## src/rtl/pmt_pulse_conditioner.sv

```systemverilog
// PMT discriminator front end: synchronise, width-qualify, dead-time and guard-blank
// pulses, emitting one phase-tagged strobe per accepted pulse plus saturating statistics.
module pmt_pulse_conditioner #(
  parameter int unsigned SYNC_STAGES  = 2,
  parameter int unsigned MIN_WIDTH    = 2,
  parameter int unsigned DEAD_TIME    = 10,
  parameter int unsigned GUARD_CYCLES = 25,
  parameter int unsigned CNT_WIDTH    = 32
) (
  input  logic                 clock_50_mhz,
  input  logic                 reset_n,
  input  logic                 PMT_in,
  input  logic                 light_source_flag,
  input  logic                 enable,
  input  logic                 clear,
  output logic                 event_valid,
  output logic                 event_phase,
  output logic [CNT_WIDTH-1:0] accepted_count,
  output logic [CNT_WIDTH-1:0] rejected_width_count,
  output logic [CNT_WIDTH-1:0] rejected_dead_count,
  output logic [CNT_WIDTH-1:0] rejected_guard_count
);

  localparam int unsigned WW = $clog2(MIN_WIDTH + 1);
  localparam int unsigned DW = $clog2(DEAD_TIME + 1);
  localparam int unsigned GW = $clog2(GUARD_CYCLES + 1);

  // Counter slots
  localparam int unsigned C_ACC   = 0;
  localparam int unsigned C_WIDTH = 1;
  localparam int unsigned C_DEAD  = 2;
  localparam int unsigned C_GUARD = 3;

  typedef enum logic [1:0] {IDLE, QUALIFY, DEAD} state_t;

  logic [SYNC_STAGES-1:0]     r_sync;
  logic                       r_s_d;
  logic                       r_flag_d;
  logic [GW-1:0]              r_guard_timer;
  state_t                     r_state;
  logic [WW-1:0]              r_width_cnt;
  logic [DW-1:0]              r_dead_cnt;
  logic                       r_phase_lat;
  logic                       r_guard_lat;
  logic [3:0][CNT_WIDTH-1:0]  r_cnt;

  logic                       w_s;
  logic                       w_rise;
  logic                       w_guard_active;
  logic                       w_last;
  logic [3:0]                 w_inc;

  assign w_s            = r_sync[SYNC_STAGES-1];
  assign w_rise         = w_s & ~r_s_d;
  assign w_guard_active = (light_source_flag ^ r_flag_d) | (r_guard_timer != '0);
  assign w_last         = (32'(r_width_cnt) + 32'd1) == MIN_WIDTH;

  // Synchroniser, edge register and modulation guard timer
  always_ff @(posedge clock_50_mhz or negedge reset_n) begin
    if (!reset_n) begin
      r_sync        <= '0;
      r_s_d         <= 1'b0;
      r_flag_d      <= 1'b0;
      r_guard_timer <= '0;
    end else begin
      r_sync   <= {r_sync[SYNC_STAGES-2:0], PMT_in};
      r_s_d    <= w_s;
      r_flag_d <= light_source_flag;
      if (light_source_flag != r_flag_d) begin
        r_guard_timer <= GW'(GUARD_CYCLES);
      end else if (r_guard_timer != '0) begin
        r_guard_timer <= r_guard_timer - 1'b1;
      end
    end
  end

  // Statistic increment strobes decoded from the current FSM decision
  always_comb begin
    w_inc = '0;
    case (r_state)
      QUALIFY: begin
        if (enable && !w_s) begin
          w_inc[C_WIDTH] = 1'b1;
        end
        if (enable && w_s && w_last) begin
          if (r_guard_lat) w_inc[C_GUARD] = 1'b1;
          else             w_inc[C_ACC]   = 1'b1;
        end
      end
      DEAD:    w_inc[C_DEAD] = w_rise;
      default: w_inc = '0;
    endcase
  end

  always_ff @(posedge clock_50_mhz or negedge reset_n) begin
    if (!reset_n) begin
      r_state     <= IDLE;
      r_width_cnt <= '0;
      r_dead_cnt  <= '0;
      r_phase_lat <= 1'b0;
      r_guard_lat <= 1'b0;
      event_valid <= 1'b0;
      event_phase <= 1'b0;
    end else begin
      event_valid <= 1'b0;
      case (r_state)
        IDLE: begin
          if (w_rise && enable) begin
            r_state     <= QUALIFY;
            r_width_cnt <= WW'(1);
            r_phase_lat <= light_source_flag;
            r_guard_lat <= w_guard_active;
          end
        end
        QUALIFY: begin
          if (!enable || !w_s) begin
            r_state <= IDLE;
          end else if (!w_last) begin
            r_width_cnt <= r_width_cnt + 1'b1;
          end else begin
            // Guard-blanked pulses still consume a dead-time window
            r_state    <= DEAD;
            r_dead_cnt <= DW'(DEAD_TIME);
            if (!r_guard_lat) begin
              event_valid <= 1'b1;
              event_phase <= r_phase_lat;
            end
          end
        end
        DEAD: begin
          if (r_dead_cnt == DW'(1)) r_state <= IDLE;
          else                      r_dead_cnt <= r_dead_cnt - 1'b1;
        end
        default: r_state <= IDLE;
      endcase
    end
  end

  // Saturating statistics; clear wins over a same-cycle increment
  always_ff @(posedge clock_50_mhz or negedge reset_n) begin
    if (!reset_n) begin
      r_cnt <= '0;
    end else if (clear) begin
      r_cnt <= '0;
    end else begin
      for (int i = 0; i < 4; i++) begin
        if (w_inc[i] && (r_cnt[i] != '1)) r_cnt[i] <= r_cnt[i] + 1'b1;
      end
    end
  end

  assign accepted_count       = r_cnt[C_ACC];
  assign rejected_width_count = r_cnt[C_WIDTH];
  assign rejected_dead_count  = r_cnt[C_DEAD];
  assign rejected_guard_count = r_cnt[C_GUARD];

endmodule
```

## config.mk

```make
export PLATFORM = sky130hd
export DESIGN_NAME = pmt_pulse_conditioner
export DESIGN_NICKNAME = d
export VERILOG_FILES = /design/src/rtl/pmt_pulse_conditioner.sv
export SDC_FILE = /design/constraint.sdc
export NUM_CORES = 1
export LEC_CHECK = 0
export CORE_MARGIN = 2
export CORE_UTILIZATION = 40
export DETAILED_ROUTE_END_ITERATION = 16
export PLACE_DENSITY_LB_ADDON = 0.05
export SETUP_SLACK_MARGIN = 0.5
export SLEW_MARGIN = 20
export SYNTH_ARGS = -nofsm -noshare
export SYNTH_HDL_FRONTEND = slang
export SYNTH_SLANG_ARGS = --single-unit
```

## constraint.sdc

```tcl
create_clock -name clock_50_mhz -period 3 [get_ports clock_50_mhz]
set_input_delay 0.45 -clock clock_50_mhz [delete_from_list [all_inputs] [get_ports clock_50_mhz]]
set_output_delay 0.45 -clock clock_50_mhz [all_outputs]
set_load 0.01 [all_outputs]
```

## After elaboration in Yosys (flattened, before gate mapping)

Cells that the tools add are included.
W data, S select, Z words.

| word-level totals | value |
|---|---|
| bits in registers | 149 |
| input port bits | 6 |
| output and inout bits | 130 |
| logic and storage cells | 100 |

| cells by class | value |
|---|---|
| $add $sub $neg | 8 |
| eq/ne operators | 16 |
| mux-type cells | 30 |
| bitwise logic cells | 6 |
| reduce and logical (&&, ||, !) cells | 25 |

Operators by type and width:

| kind | count |
|---|---|
| $add A32 B1 Y32 const B | 4 |
| $mux W128 | 1 |
| $mux W32 | 4 |
| $ne A32 B32 Y1 const B | 4 |
| $mux W2 | 7 |
| $reduce_bool A2 Y1 | 7 |
| $mux W4 | 3 |
| $ne A2 B2 Y1 const B | 6 |
| $reduce_and A4 Y1 | 3 |
| $mux W1 | 10 |
| $mux W5 | 2 |
| $logic_and A1 B1 Y1 | 8 |
| $pmux W4 S2 | 1 |
| $pmux W2 S3 | 1 |
| $reduce_bool A5 Y1 | 1 |
| $sub A5 B1 Y5 const B | 1 |
| $eq A4 B1 Y1 const B | 1 |
| $pmux W2 S2 | 1 |
| $sub A4 B1 Y4 const B | 1 |
| $add A2 B1 Y3 const B | 1 |
| $eq A3 B2 Y1 const B | 1 |
| $ne A3 B3 Y1 const B | 1 |
| $not A1 Y1 | 3 |
| $reduce_and A3 Y1 | 1 |
| other kinds (11) | 12 |

## Logic depth before layout (Yosys ltp)

Gate-level depths: netlist (run 1).

| logic depth | value |
|---|---|
| word-level depth | 8 |
| depth in mapped cells | 9 |
| depth with buffers taken out | 7 |

## Worst setup path after synthesis (run 1)

No wires, ideal clock.

| timing | value |
|---|---|
| path kind | register to register |
| from | register r_cnt, in the netlist rejected_guard_count[0] |
| to | register r_cnt, in the netlist rejected_guard_count[22] |
| setup time | 0.078 ns |
| arrival | 2.195 ns |
| required time | 2.922 ns |
| setup slack | 0.727 ns |
| stages on the path, launching flop included | 8 |
| buffers on the path | 1 |
| clock period less this slack | 2.273 ns |
| cells stage by stage | dfrtp_1 > ha_1 > nand4_1 > or4_1 > buf_2 > or4_1 > or3_1 > a21oi_1 |

| between the ends | value |
|---|---|
| longest elaborated chain between the ends | 3 |
| elaborated cells between the ends (all ways) | 6 |
| classes of those cells | add/sub (1); eq/ne (1); mux (2); reduce/logical (2) |

Ends and longest elaborated chain:

| item | RTL line | text |
|---|---|---|
| start: declaration | 45 | `logic [3:0][CNT_WIDTH-1:0] r_cnt;` |
| start signal: assignment | 142 | `r_cnt <= '0;` |
| start signal: assignment | 144 | `r_cnt <= '0;` |
| $add A32 B1 Y32 / $ne A32 B32 Y1 (equally long branches) | 147 | `if (w_inc[i] && (r_cnt[i] != '1)) r_cnt[i] <= r_cnt[i] + 1'b1;` |
| $mux W32 / $logic_and A1 B1 Y1 (equally long branches) | 147 |  |
| $mux W128 / $reduce_bool A2 Y1 (equally long branches) | -- |  |

Several ways; a longest one is shown, not always the timed one. The select of a mux whose other input is x is not followed.
A chain may end at the register's enable or synchronous reset.

## Worst setup path in the final report (run 1)

Ends and elaborated chain as after synthesis.

==> qor.csv, run 1 <==
stage;metric;value;unit
setup_path;path_max_fanout;7;
clocking;clk_pin_slew;60;ps
die;dieArea;21500;um2
clocking;cts.sinks;149;
synthesis;ys_seq_elements;149;
synthesis;synthSimpleGateAreaFrac;28.6;%
sta;fin_tns_setup;0;ps
sta;period_share;78.6;%
global_route;grt_overflow_total;0;
die;die_w;147;um
synthesis;synth_top_family_by_area;simple AND/OR/NAND/NOR gates;
setup_path;start_kind;flop;
synthesis;syn_inst;885;
synthesis;syn_area_per_cell;9.18;um2
synthesis;synth_ff_type;dfrtp_1;
synthesis;synthArstFlopShare;100;%
sta;min_period;2360;ps
sta;fmax;424;MHz
global_route;grt.total_usage;19.7;%
routing;wirelength;20600;um
setup_path;crit_chain;ha_1 > nand4_1 > or4_4 > or4_1 > or3_1 > a21oi_1;
finish;layout.nets;1033;
finish;n_antenna_cell;0;
setup_path;end_kind;flop;
place;io_buffers;135;
synthesis;ys_warn_count;0;
setup_path;slowest_stage;or4_4;
synthesis;synthAdderAreaFrac;1.23;%
sta;finalClockSkew;12.0;ps
die;die_y;147;um
synthesis;synth-compound-area-share;14.6;%
global_route;grt_pass1_vias;6825;
sta;tightestPinTransition;682;ps
setup_path;critical-path-top-delay-family;simple AND/OR/NAND/NOR gates;
synthesis;synthXorXnorAreaFrac;1.29;%
power;max-vdd-ir-drop;0.395;mV
synthesis;synth_area;8120;um2
die;rows;52;
routing;first_iter_violations;385;
clocking;root_buffer;clkbuf_16;
sta;grt_setup_unrepaired;yes;
routing;avgRoutedWirePerCell;15.8;um
place;place_congestion;0.787;
setup_path;rrSetupSlack;640;ps
routing;drtPass1Iterations;5;
routing;drc;0;
global_route;grt_pass1_wl;35000;um
die;core;20100;um2
synthesis;syn-num-nets;899;
global_route;antenna_found_initial;0;
synthesis;ys_seq_area_share;45.9;%
sta;finalHoldViolations;0;
sta;finalSetupViolCount;0;
power;power_density;440;nW/um2
setup_path;cp_slowest_stage_delay;610;ps
synthesis;synth-edff-count;0;
job;drv_cap;0;
global_route;grt_max_degree;64;
die;initial_utilization;40.4;%
clocking;cts_tree;done;
setup_path;crit_arrival;2700;ps
synthesis;synth_cell_type_count;51;
sta;hold_ws;384;ps
routing;vias_per_cell;5.62;
setup_path;path_buf_inv;0;
worst_hold_path;hp-class;reg -> reg;
clocking;cts_buffer_depth;2;
setup_path;worstPathRequired;3340;ps
synthesis;synthMuxAreaShare;4.42;%
finish;drive_above_1_share;9.70;%
sta;slew-limit-headroom;54.6;%
sta;maxSlewViolCount;0;
setup_path;criticalPathCategory;reg -> reg;
clocking;cts-buffers-inserted;17;
clocking;h-tree-depth;4;
place;post-dp-hpwl;14000;um
routing;vias;7313;
finish;final_cell_mix;dfrtp_1, clkdlybuf4s50_1, a21oi_1;
power;power_leakage;0.00390;uW
die;io_pins;136;
run_status;run_status;completed;
finish;final_common_cell;dfrtp_1;
routing;drtAntennaViolNets;0;
clocking;clock_latency;430;ps
finish;synthToLayoutAreaGrowth;29.4;%
[where the power goes]
group          internal, uW  switching, uW  total [uW]
sequential             2070           56.2        2120
combinational           112            192         304
clock                  1340            848        2190
[final timing paths]
kind | startpoint | depth (start not counted) | to
setup / recovery | rejected_guard_count[0] | 6 | rejected_guard_count[22]
hold / removal | r_sync[0] | 0 | r_sync[1]
setup reg to reg | rejected_guard_count[0] | 6 | rejected_guard_count[22]
hold reg to reg | r_sync[0] | 0 | r_sync[1]
max in group asynchronous | reset_n | 3 | rejected_width_count[24]
min in group asynchronous | reset_n | 2 | accepted_count[10]
[synth_stat cells, drive strengths merged (2+ instances only)]
cell type,number,area (um2)
buf,16,98.8
or2,6,37.5
or4,57,428
dfrtp,149,3730
mux2,28,319
nand3,46,230
and2,2,12.5
clkbuf,32,120
o41ai,2,17.5
a21oi,92,460
nand3b,2,15.0
nand2b,2,12.5
xor2,6,52.6
inv,27,101
nor4,24,150
nor2,63,236
nand2,66,248
xnor2,6,52.6
nor3,13,70.1
and4,7,61.3
nor4b,5,43.8
ha,8,100
or3,40,250
o31ai,54,433
nor2b,23,144
o21ai,38,190
nor4bb,2,20.0
nand4,38,250
and3,12,75.1
mux2i,4,40.0
o21a,2,15.0
[cell type report]
class	count	area [um2]
Multi-Input combinational cell	661	4120
Inverter	27	101
Sequential cell	149	3730
Tap cell	270	338
Fill cell	1869	9600
Clock inverter	9	128
Clock buffer	22	464
Timing Repair Buffer	163	1630
[through the flow]
stage | instances | setup WS, ps | util (%) | total power, uW | cell area (um2)
3_3_place_gp | 1267 | 338 | 49.0 | 2460 | 9850
3_5_place_dp | 1267 | 281 | 49.0 | 2470 | 9850
2_1_floorplan | 885 | 727 | - | 2340 | 8120
5_1_grt | 1301 | 467 | 52.3 | 4810 | 10500
4_1_cts | 1299 | 572 | 52.1 | 4670 | 10500
6_report | 1301 | 642 | 52.3 | 4620 | 10500
[registers in the layout, indices dropped and copies added, names as in the netlist]
| signal | cells |
|---|---|
| r_s_d | 1 |
| event_valid | 1 |
| rejected_width_count | 32 |
| r_flag_d | 1 |
| r_dead_cnt | 4 |
| event_phase | 1 |
| r_width_cnt | 2 |
| r_sync | 2 |
| r_guard_lat | 1 |
| r_phase_lat | 1 |
| r_state | 2 |
| rejected_guard_count | 32 |
| accepted_count | 32 |
| rejected_dead_count | 32 |
| r_guard_timer | 5 |
[cells by family (layout without fill, tap and decap cells)]
family | after synthesis | count (layout)
buffers and inverters | 75 | 221
flip-flops | 149 | 149
multiplexers | 32 | 32
adder cells (fa/ha/maj) | 8 | 8
AND/OR/NAND/NOR | 412 | 412
AO/OA/AOI/OAI | 197 | 197
XOR/XNOR | 12 | 12
[metal layers]
layer | share of wire, % | global-route usage [%] | vias to the layer above | wire length (um)
met1 | 47 | 27.3 | 3570 | 9750
li1 | - | - | 3608 | -
met5 | 0 | 0 | - | 0
met3 | 4.1 | 4.56 | 13 | 848
met4 | 1.1 | 4.95 | 0 | 220
met2 | 47 | 31.2 | 122 | 9750
[repair_timing]
item | 4_1_cts | 5_1_grt
hold buffers | 1 | 0
setup endpoints to repair | 8 | 16
resized for setup | 3 | 5
pin swaps | 0 | 1
cloned | 0 | 0
buffers inserted | 0 | 2
hold endpoints to repair | 24 | 0
(Power assumes the default switching activity.)
==> run 2: changes to the inputs <==
==> constraint.sdc (replaced) <==
create_clock -name clock_50_mhz -period 2.2 [get_ports clock_50_mhz]
set_input_delay 0.33 -clock clock_50_mhz [delete_from_list [all_inputs] [get_ports clock_50_mhz]]
set_output_delay 0.33 -clock clock_50_mhz [all_outputs]
set_load 0.01 [all_outputs]
==> run 2 against run 1 <==
Compared with the run above:
- sequential cell count is the same
- setup slack worse by 630 ps
- register-to-register slack lost 630 ps
- critical path depth grew 1
- sequential power grew 36%
- first-iteration DRC count increased by 1.3%
- power up 48%
- design area rose by 38%
- largest power group unchanged
- highest routed layer unchanged
- routed wire length increased by 35%
- largest cell class unchanged
- clock skew rose by 1.2 ps
==> qor.csv, run 2 (synthesized netlist as in run 1, its figures left out) <==
stage;metric;value;unit;change
run_status;run_status;completed;;
sta;period_share;99.4;%;+21 points
setup_path;rrSetupSlack;10;ps;-630 ps
finish;synthToLayoutAreaGrowth;78.4;%;
sta;hold_ws;364;ps;-20.1 ps
power;power_leakage;0.00663;uW;+70%
setup_path;criticalPathCategory;reg -> reg;;
routing;avgRoutedWirePerCell;17.8;um;+13%
setup_path;crit_arrival;2500;ps;-200 ps
sta;maxSlewViolCount;0;;unchanged
routing;vias_per_cell;5.64;;+0.35%
setup_path;worstPathRequired;2510;ps;-830 ps
global_route;grt_max_degree;51;;-20%
power;max-vdd-ir-drop;0.496;mV;+26%
worst_hold_path;hp-class;in -> reg;;
place;io_buffers;135;;unchanged
routing;wirelength;27700;um;+35%
sta;slew-limit-headroom;57.8;%;+3.2 points
finish;final_cell_mix;buf_4, dfrtp_1, dlygate4sd2_1;;
clocking;clk_pin_slew;60;ps;about the same
die;io_pins;136;;unchanged
routing;drc;0;;unchanged
global_route;grt.total_usage;23.9;%;+4.2 points
clocking;cts.sinks;149;;unchanged
place;place_congestion;0.805;;+2.3%
clocking;root_buffer;clkbuf_16;;
die;die_w;147;um;unchanged
routing;drtAntennaViolNets;0;;unchanged
power;power_density;472;nW/um2;+7.4%
place;post-dp-hpwl;15200;um;+8.8%
global_route;grt_overflow_total;0;;unchanged
sta;tightestPinTransition;633;ps;-48.4 ps
sta;finalSetupViolCount;0;;unchanged
setup_path;start_kind;flop;;
sta;min_period;2190;ps;-170 ps
job;drv_cap;0;;unchanged
sta;fmax;457;MHz;+7.8%
die;rows;52;;unchanged
setup_path;path_max_fanout;5;;-2
routing;drtPass1Iterations;5;;unchanged
clocking;cts-buffers-inserted;17;;unchanged
clocking;cts_buffer_depth;2;;unchanged
clocking;clock_latency;430;ps;about the same
finish;stdcell_area;14500;um2;+38%
global_route;antenna_found_initial;0;;unchanged
sta;finalClockSkew;13.2;ps;+1.20 ps
finish;layout.nets;1284;;+24%
clocking;cts_tree;done;;
global_route;grt_pass1_wl;41900;um;+20%
routing;first_iter_violations;390;;+1.3%
sta;finalHoldViolations;0;;unchanged
clocking;h-tree-depth;4;;unchanged
finish;n_antenna_cell;0;;unchanged
sta;grt_setup_unrepaired;yes;;
die;initial_utilization;40.4;%;unchanged
place;place_inst;1375;;+8.5%
finish;drive_above_1_share;47.1;%;+37 points
die;core;20100;um2;unchanged
finish;final_common_cell;buf_4;;
routing;vias;8760;;+20%
place;dpl_cell_area;11000;um2;+11%
global_route;grt_pass1_vias;8385;;+23%
setup_path;end_kind;flop;;
die;die_y;147;um;unchanged
finish;final_cells;1553;;+19%
die;dieArea;21500;um2;unchanged
==> run 2: cell types whose count changed in the layout (fill, tap and decap cells not counted), sizes merged, moves of 2 or more <==
cell and change:
clkdlybuf4s50 -128, dlymetal6s2s +14, clkdlybuf4s15 +3, dlygate4sd2 +109, clkinvlp +2, buf +249
==> run 2: cell type report <==
cell class	instances	area, um2
Clock buffer	20	457
Clock inverter	12	176
Fill cell	1457	5620
Inverter	27	104
Multi-Input combinational cell	663	5730
Sequential cell	149	3760
Tap cell	270	338
Timing Repair Buffer	412	3920
==> run 2: critical path, stage by stage, from the launching register on <==
cell     delay, ps
dfrtp_2        380
nand4_4        120
or4_4          550
o31ai_4        380
buf_4          200
buf_6          100
nor4b_4         40
mux2_4         290
==> run 2: routing by layer <==
layer	wire length (um)	up-vias	part of all wire, %	global-route usage (%)
met3	1210	44	4.4	4.16
met2	14200	223	51	41.2
met5	0	-	0	0
li1	-	4128	-	-
met1	11700	4365	42	30.4
met4	521	0	1.9	7.96
==> run 2: timing repair <==
item	CTS	global route
gates cloned	14	4
endpoints found under the setup margin	257	144
hold buffers	1	0
hold endpoints to repair	46	0
pin swaps	94	107
setup buffers	87	40
resized for setup	265	239
==> run 2: where the power goes <==
group          total (uW)  switching [uW]  internal, uW
combinational         782             411           371
sequential           2890            66.5          2820
clock                3170            1210          1960
total                6840            1690          5150
==> run 2: worst paths after layout <==
kind,start,endpoint,cells past startpoint
worst max-delay path,rejected_width_count[4],rejected_width_count[15],7
worst min-delay path,PMT_in,r_sync[0],1
worst max register to register,rejected_width_count[4],rejected_width_count[15],7
worst min register to register,r_sync[0],r_sync[1],0
max in group asynchronous,reset_n,rejected_width_count[12],3
min in group asynchronous,reset_n,accepted_count[10],2
==> run 2: per-stage QoR <==
step	worst slack (ps)	total power [uW]	TNS [ps]	utilization (%)
after CTS	53.7	6800	0	65.2
after global routing	-71.3	7090	-374	72.1
after floorplan	28.8	3220	0	-
after global placement	-254	3420	-6010	54.5
final	12.4	6840	0	72.1
after detailed placement	-276	3430	-7020	54.5
==> run 3: changes to the inputs <==
--- a/config.mk
+++ b/config.mk
@@ -5,6 +5,7 @@
 export SDC_FILE = /design/constraint.sdc
 export NUM_CORES = 1
 export LEC_CHECK = 0
+export CAP_MARGIN = 20
 export CORE_MARGIN = 2
 export CORE_UTILIZATION = 40
 export DETAILED_ROUTE_END_ITERATION = 16
==> results of run 3 <==
The final DEF is identical to that of run 2; final timing and power are the same.
==> RTL edit, RTL diff (settings of run 2) <==
Reset style: synchronous (`reset_n`), changed in 3 clocked blocks.
--- a/src/rtl/pmt_pulse_conditioner.sv
+++ b/src/rtl/pmt_pulse_conditioner.sv
@@ -56,7 +56,7 @@
   assign w_last         = (32'(r_width_cnt) + 32'd1) == MIN_WIDTH;
 
   // Synchroniser, edge register and modulation guard timer
-  always_ff @(posedge clock_50_mhz or negedge reset_n) begin
+  always_ff @(posedge clock_50_mhz) begin
     if (!reset_n) begin
       r_sync        <= '0;
       r_s_d         <= 1'b0;
@@ -92,7 +92,7 @@
     endcase
   end
 
-  always_ff @(posedge clock_50_mhz or negedge reset_n) begin
+  always_ff @(posedge clock_50_mhz) begin
     if (!reset_n) begin
       r_state     <= IDLE;
       r_width_cnt <= '0;
@@ -137,7 +137,7 @@
   end
 
   // Saturating statistics; clear wins over a same-cycle increment
-  always_ff @(posedge clock_50_mhz or negedge reset_n) begin
+  always_ff @(posedge clock_50_mhz) begin
     if (!reset_n) begin
       r_cnt <= '0;
     end else if (clear) begin
Formal check against the unedited RTL: same outputs for any inputs over 4 cycles, from zero or initial values and one cycle with reset_n low; that may be too few to reach the edited logic, so the function may still have changed.
==> RTL edit against run 2 <==
- area after synthesis fell by 8.5%
- synthesized cell count fell by 0.90%
- count of clock-buffer cells in the layout did not move
- first-iteration DRC count rose by 27%
- wire length fell by 2.6%
- final area fell by 9.0%
- setup slack improved by 0.11 ns
- maximum frequency rose by 5.5%
- non-clock buffer count fell by 35
- sequential cell count did not move
- critical path depth fell by 2
- global-route usage rose by 1.1 points
Power is not compared: it rests on default switching activity, and its combinational part moved more than twofold at a synthesized area within 25%.
==> RTL edit: results (changes against run 2) <==
status finished, final reports clean; post-DP HPWL 14.9 mm (-2.0%); layout cells sized above 1 43.3% (-3.8 points); most area-consuming cells after synthesis dfxtp_1 (40%), a21oi_1 (4.8%), or3_1 (4.2%), nand4_1 (4.1%), o21ai_0 (3.8%); Synth Area in Compound Gates 18.6% (+4.0 points); met2 Track Usage GR 43.5% (+2.3 points); metal3 WL 1.30 mm (+7.4%); Layout Skew 0.0109 ns (-0.00231 ns); Adder-Cell Fraction of Synth Area 1.35% (+0.11 points); Seq/Total Area, Yosys 40.1% (-5.8 points); initial drt markers 497 (+27%); detailed-route via count 8526 (-2.7%); total wire length 27.0 mm (-2.6%); Placed Area 0.0100 sq mm (-8.4%); mux contribution to synthesized area 1.21% (-3.2 points); max incr delay on CP 0.52 ns (-0.03 ns); launch point of the critical path rejected_width_count[24]; ys async rst share 0% (-100 points); number of global-route vias before repair 7857 (-6.3%); delay-heaviest family, CP simple AND/OR/NAND/NOR gates; hold wc startpoint r_sync[0]; gr usage total 24.9% (+1.1 points); met1 WL 11.5 mm (-2.2%); Syn Nets 891 (-0.89%); Cell variety after synth 59 (+16%); reg2reg path depth 5 (-2); Synth top cells by count dfxtp_1 (149), a21oi_1 (72), nor2_1 (60), nand2_1 (58), o21ai_0 (57); Mapped Avg Cell Area 8.47 sq um (-7.7%); M3 GR Usage 5.37% (+1.2 points); met1 Resource Use GR 30.9% (+0.47 points); Non-Filler Instances 1478 (-4.8%); WL met2 13.6 mm (-4.1%); post-placement cell count 1294 (-5.9%); largest net degree at the start of global routing 32 (-37%); Worst slew margin 68.8% (+11 points); first-pass GRT wire length 40.3 mm (-3.8%); worst min-delay path class reg -> reg; GPL Wtd Cong 0.794 (-1.4%); CP Capture Point rejected_width_count[27]; XOR/XNOR Fraction of Synth Area 4.83% (+3.5 points); hold endpoint r_sync[1]; critical path data arrival time 2.43 ns (-0.07 ns); CP Max Fanout 2 (-3); Final Total Pwr ~6.1 mW; Slowest-stage cell, CP or4_4; min setup slack post-route 0.126 ns (+0.113 ns); pre-CTS setup slack -0.312 ns (-0.0362 ns)
-- RTL edit: cell types whose count changed in the layout (fill, tap and decap cells not counted), moves of 20 or more --
cell                   run 2  this run
a21oi_2                   48        19
dfrtp_1                  121         0
dfrtp_2                   28         0
dfxtp_1                    0        45
dfxtp_2                    0        62
dfxtp_4                    0        42
dlygate4sd2_1            109        55
dlymetal6s2s_1            14        57
mux2_4                    25         0
nor2b_1                   23         3
o21ai_0                    7        31
o31ai_1                   32        11
or4_4                     31         9
-- RTL edit: final cells by class --
cell class / count / area [sq um]
Clock inverter: 12 / 201
Inverter: 19 / 76.3
Tap cell: 229 / 287
Timing Repair Buffer: 377 / 3640
Multi-Input combinational cell: 672 / 5310
Clock buffer: 20 / 447
Fill cell: 1306 / 4910
Sequential cell: 149 / 3220
-- RTL edit: repair_timing --
item,4_1_cts,5_1_grt
hold buffers,0,0
gates resized for setup,277,149
endpoints found under the setup margin,202,186
setup buffers,108,39
gates cloned,5,0
pin swaps,147,117
